File: src/rtl/wb_pkg.sv
// wb_pkg: shared encodings for the write-back stage.
//   ld_type_e   - load extension type carried from the M stage
//   wb_sel_e    - write-back source select
//   LINK_OFFSET - link address offset (PC of the instruction after the delay slot)
package wb_pkg;

    typedef enum logic [2:0] {
        LD_W  = 3'd0,
        LD_B  = 3'd1,
        LD_BU = 3'd2,
        LD_H  = 3'd3,
        LD_HU = 3'd4
    } ld_type_e;

    typedef enum logic [1:0] {
        WB_ALU  = 2'd0,
        WB_MEM  = 2'd1,
        WB_LINK = 2'd2
    } wb_sel_e;

    localparam int unsigned LINK_OFFSET = 8;

endpackage

File: src/rtl/load_ext.sv
// load_ext: combinational load byte/halfword extraction and extension.
// Ports:
//   rdata   in  DATA_W  raw aligned word from data memory
//   addr_lo in  2       low effective-address bits (little-endian lane select)
//   ld_type in  3       load type (wb_pkg::ld_type_e encoding)
//   ext     out DATA_W  extended load value
// Halfword loads use addr_lo[1] only; alignment is enforced upstream.
// Unknown ld_type encodings pass the full word through.
module load_ext
    import wb_pkg::*;
#(
    parameter int unsigned DATA_W = 32
) (
    input  logic [DATA_W-1:0] rdata,
    input  logic [1:0]        addr_lo,
    input  logic [2:0]        ld_type,
    output logic [DATA_W-1:0] ext
);

    logic [7:0]  byte_lane;
    logic [15:0] half_lane;

    always_comb begin
        byte_lane = '0;
        case (addr_lo)
            2'd0: byte_lane = rdata[7:0];
            2'd1: byte_lane = rdata[15:8];
            2'd2: byte_lane = rdata[23:16];
            2'd3: byte_lane = rdata[31:24];
            default: byte_lane = '0;
        endcase
        half_lane = addr_lo[1] ? rdata[31:16] : rdata[15:0];
    end

    always_comb begin
        ext = rdata;
        case (ld_type_e'(ld_type))
            LD_W:  ext = rdata;
            LD_B:  ext = {{(DATA_W-8){byte_lane[7]}}, byte_lane};
            LD_BU: ext = {{(DATA_W-8){1'b0}}, byte_lane};
            LD_H:  ext = {{(DATA_W-16){half_lane[15]}}, half_lane};
            LD_HU: ext = {{(DATA_W-16){1'b0}}, half_lane};
            default: ext = rdata;
        endcase
    end

endmodule

File: src/rtl/wb_stage.sv
// wb_stage: write-back pipeline stage of the five-stage MIPS core.
// Registers the M-stage result, extends loads, selects the write-back value
// and drives the GRF write port plus forwarding info and a retire counter.
// Ports:
//   clk, reset (async, active-low)
//   m_valid/m_ready handshake; m_pc, m_alu, m_mem_rdata, m_addr_lo,
//   m_ld_type, m_wb_sel, m_rd, m_we: M-stage instruction fields
//   flush (drop W on next edge), w_stall (hold W, GRF busy)
//   reg_we, reg_wa, reg_wd, w_pc: GRF write port and trace PC
//   fwd_valid: W holds a pending non-$0 write (independent of stall)
//   retired_cnt: count of retired valid instructions (wraps)
// Configuration macro: WB_TRACE_EN prints each commit as "@pc: $rd <= data".
module wb_stage
    import wb_pkg::*;
#(
    parameter int unsigned DATA_W = 32,
    parameter int unsigned REG_AW = 5
) (
    input  logic              clk,
    input  logic              reset,
    input  logic              m_valid,
    output logic              m_ready,
    input  logic [DATA_W-1:0] m_pc,
    input  logic [DATA_W-1:0] m_alu,
    input  logic [DATA_W-1:0] m_mem_rdata,
    input  logic [1:0]        m_addr_lo,
    input  logic [2:0]        m_ld_type,
    input  logic [1:0]        m_wb_sel,
    input  logic [REG_AW-1:0] m_rd,
    input  logic              m_we,
    input  logic              flush,
    input  logic              w_stall,
    output logic              reg_we,
    output logic [REG_AW-1:0] reg_wa,
    output logic [DATA_W-1:0] reg_wd,
    output logic [DATA_W-1:0] w_pc,
    output logic              fwd_valid,
    output logic [31:0]       retired_cnt
);

    logic              valid;
    logic [DATA_W-1:0] pc;
    logic [DATA_W-1:0] alu;
    logic [DATA_W-1:0] rdata;
    logic [1:0]        addr_lo;
    logic [2:0]        ld_type;
    wb_sel_e           wb_sel;
    logic [REG_AW-1:0] rd;
    logic              we;
    logic [DATA_W-1:0] ld_value;

    assign m_ready = !w_stall;

    // Flush beats stall beats capture; an idle M stage captures a bubble.
    always_ff @(posedge clk or negedge reset) begin
        if (!reset) begin
            valid   <= 1'b0;
            pc      <= '0;
            alu     <= '0;
            rdata   <= '0;
            addr_lo <= '0;
            ld_type <= '0;
            wb_sel  <= WB_ALU;
            rd      <= '0;
            we      <= 1'b0;
        end else if (flush) begin
            valid <= 1'b0;
        end else if (!w_stall) begin
            valid   <= m_valid;
            pc      <= m_pc;
            alu     <= m_alu;
            rdata   <= m_mem_rdata;
            addr_lo <= m_addr_lo;
            ld_type <= m_ld_type;
            wb_sel  <= wb_sel_e'(m_wb_sel);
            rd      <= m_rd;
            we      <= m_we;
        end
    end

    always_ff @(posedge clk or negedge reset) begin
        if (!reset) begin
            retired_cnt <= '0;
        end else if (valid && !w_stall && !flush) begin
            retired_cnt <= retired_cnt + 32'd1;
        end
    end

    load_ext #(
        .DATA_W(DATA_W)
    ) u_load_ext (
        .rdata  (rdata),
        .addr_lo(addr_lo),
        .ld_type(ld_type),
        .ext    (ld_value)
    );

    // Encoding 3 of wb_sel falls into the default ALU path.
    always_comb begin
        reg_wd = alu;
        case (wb_sel)
            WB_ALU:  reg_wd = alu;
            WB_MEM:  reg_wd = ld_value;
            WB_LINK: reg_wd = pc + DATA_W'(LINK_OFFSET);
            default: reg_wd = alu;
        endcase
    end

    assign reg_wa    = rd;
    assign w_pc      = pc;
    assign fwd_valid = valid && we && (rd != '0);
    // Masking with the stall guarantees a single commit across a held entry.
    assign reg_we    = fwd_valid && !w_stall;

`ifdef WB_TRACE_EN
    always_ff @(posedge clk) begin
        if (reg_we) begin
            $display("@%h: $%d <= %h", w_pc, reg_wa, reg_wd);
        end
    end
`endif

endmodule

File: config.mk
export PLATFORM = sky130hd
export DESIGN_NAME = wb_stage
export DESIGN_NICKNAME = d
export VERILOG_FILES = /design/src/rtl/wb_pkg.sv /design/src/rtl/load_ext.sv /design/src/rtl/wb_stage.sv
export SDC_FILE = /design/constraint.sdc
export NUM_CORES = 1
export LEC_CHECK = 0
export BUFFER_PORTS_ARGS = -buffer_cell sky130_fd_sc_hd__buf_2
export CAP_MARGIN = 15
export CORE_ASPECT_RATIO = 1.5
export CORE_MARGIN = 4
export CORE_UTILIZATION = 56
export DETAILED_ROUTE_END_ITERATION = 8
export PLACE_DENSITY = 0.86
export SYNTH_ARGS = -nofsm -noshare
export SYNTH_HDL_FRONTEND = slang
export SYNTH_SLANG_ARGS = --single-unit
File: constraint.sdc
create_clock -name clk -period 5.4 [get_ports clk]
set_input_delay 1.62 -clock clk [delete_from_list [all_inputs] [get_ports clk]]
set_output_delay 1.62 -clock clk [all_outputs]
set_load 0.02 [all_outputs]
==> results.ini <==
[global_route]
grt_overflow=0
grt_max_degree=119
grt_pass1_wl_microns=34300
antenna_found_initial=2
grt_pass1_vias=6515
track_usage_pct=29.7

[pwr]
internal_power_mw=2.30
peakVddDrop_mv=0.223
pwr_density_cell_mw_per_mm2=380
report.power.total_mw=3.49
switching_share_pct=33.9
leakage_nw=4.19
combPwrFrac_pct=25.4
p_switching_mw=1.18
power_frac_clock_pct=35.5
seq_power_share_pct=39.1

[sta]
finalCriticalPeriod_ps=4810
setup-tns-final_ps=0
hold_viol=0
period_share_pct=89.0
worst_pin_slew_ps=1040
fmax_mhz=208
finClkSkew_ps=10.8
slew-limit-headroom_pct=30.6
rsz0062_at_grt=no
setup_violations=0
drv_slew=0

[route]
routed_wl_microns=21700
viasPerCell=5.92
vias=6100
route.detailed.drc=0
drtIter0Drc=271
wl_per_cell_microns=21.1
ant_nets=0
dr.pass1.iters=5

[cts]
post_cts_buffers=0
cts_root_buffer=clkbuf_16
htree_levels=4
cts_buffer_depth=2
ctsHoldBuffers=0
cts.sinks=142
cts_tree=built
clk_pin_slew_ps=60
cts_resized=0
clock_latency_ps=420
cts_buffers=17

[synthesis]
synth_nets=767
synth.most_common_cell=dfrtp_1
yosys-top-cells-area=dfrtp_1 49%, mux2_2 17%, xnor2_1 4.3%
syn_avg_cell_area_sq_um=11.3
synthTopCellsByCount=142 x dfrtp_1, 109 x mux2_2, 53 x nand2_1
synth_cell_type_count=59
synth_flop_cell=dfrtp_1
yosysTopAreaCell=dfrtp_1
ys.warnings.count=0
synth_area_sq_mm=0.00732
synth-seq-cells=142
ys_seq_area_share_pct=48.5
postSynthCellCount=649
synth_edf_count=0
async_flop_share_pct=100
synth_top_area_share_pct=48.5

[floorplan]
fp-row-count=50
core_area_sq_mm=0.0126
die_width_microns=101
dieArea_sq_mm=0.0150
die_h_microns=148
ioPinCount=218
start_util_pct=57.9

[layout]
fillers=896
drive_gt1_share_pct=43.6
fin_nets=978
final_util_pct=72.6
areaGrowthSynthToFinish_pct=25.3

[worst_setup_path]
startpoint_type=flop
end_kind=output port
cp_data_arrival_time_ps=3190
path_max_fanout=16
crit_required_ps=3780
critical_path_class=flop to output port

[place]
io_buffers=217
place.gp.congestion=0.936
hpwl_microns=16000

[run]
maxCapViolCount=0

[status]
status=finished clean

[hold_path]
hold_path.class=flop to flop

## cells by family (layout without fill, tap and decap cells)
family	count (synthesis)	in the layout	share of synthesized area, %
and+or+nand+nor	184	184	13.8
AOI/OAI and AO/OA	102	102	9.60
buffers and inverters	41	264	2.44
other	0	2	0
DFF	142	142	48.5
xor gates and xnor gates	60	60	7.18
muxes	116	116	17.7
adders and majority gates	4	4	0.684
## critical path: stages (launching register included)
cell       delay (ps)
dfrtp_1           760
mux2_2            290
a21boi_1           90
a2111oi_4         960
o21ai_0           320
o211ai_2          130
buf_2             210
## worst paths after layout
kind	startpoint	end	slack [ps]	cells past startpoint
setup / recovery	addr_lo[1]	reg_wd[20]	590	6
hold / removal	retired_cnt[31]	retired_cnt[31]	490	1
setup reg to reg	retired_cnt[2]	retired_cnt[25]	3280	5
hold reg to reg	retired_cnt[31]	retired_cnt[31]	490	1
max in group asynchronous	reset	alu[27]	3210	3
min in group asynchronous	reset	rdata[23]	1100	1
## layout make-up
type                       count  area [sq um]  share of cell area (%)
multi-input combinational    466          3600                    39.2
clock inverter                13           178                    1.94
timing repair buffer         222          1160                    12.7
antenna                        2          5.00                  0.0546
clock buffer                  18           439                    4.79
sequential                   142          3550                    38.7
tap                          156           195                    2.13
inverter                      11          41.3                   0.450
## power by group through the flow
stage / Clock (mW) / Sequential (mW) / Combinational, mW
after floorplan: 0 / 1.37 / 0.531
after global placement: 0 / 1.37 / 0.866
after detailed placement: 0 / 1.38 / 0.878
after CTS: 1.25 / 1.36 / 0.886
after global routing: 1.29 / 1.38 / 0.960
final: 1.24 / 1.36 / 0.886
## metal layers
layer	track usage, %	vias up	wire length, microns
met3	6.66	72	1610
met4	17.6	0	1150
met2	50.1	291	11300
met5	0	-	0
met1	34.0	2950	7600
li1	-	2787	-
## per-stage QoR
stage	cells	hold WS, ps	cell area, sq um	setup WS, ps
floorplan	649	480	7320	1760
global placement	996	454	8520	1160
detailed placement	996	466	8520	1130
CTS	1027	483	9140	639
global route	1030	488	9170	438
finish	1030	487	9170	594
## registers in the layout, summed over array words and instances (netlist names)
| name | flops |
|---|---|
| wb_sel | 2 |
| retired_cnt | 32 |
| valid | 1 |
| reg_wa | 5 |
| alu | 32 |
| we | 1 |
| ld_type | 3 |
| w_pc | 32 |
| rdata | 32 |
| addr_lo | 2 |
## cells in the final DEF (no fill, tap or decap), types with 5 or more instances in the layout
cell type  instances
inv_1             10
nand3_1           17
nor2_1            33
a211oi_1           5
and3_1             9
dfrtp_1          142
nor3_1             5
xor2_1            24
buf_2            216
inv_6              5
nand4_1           21
o211ai_1          18
a21oi_1           16
nand2_1           53
o21ai_0           28
xnor2_1           36
o221ai_1           5
mux2i_1            7
mux2_2           109
nor2b_1            8
clkbuf_16         17
a22oi_1           12
nor4_1             7
(Power assumes the default switching activity.)
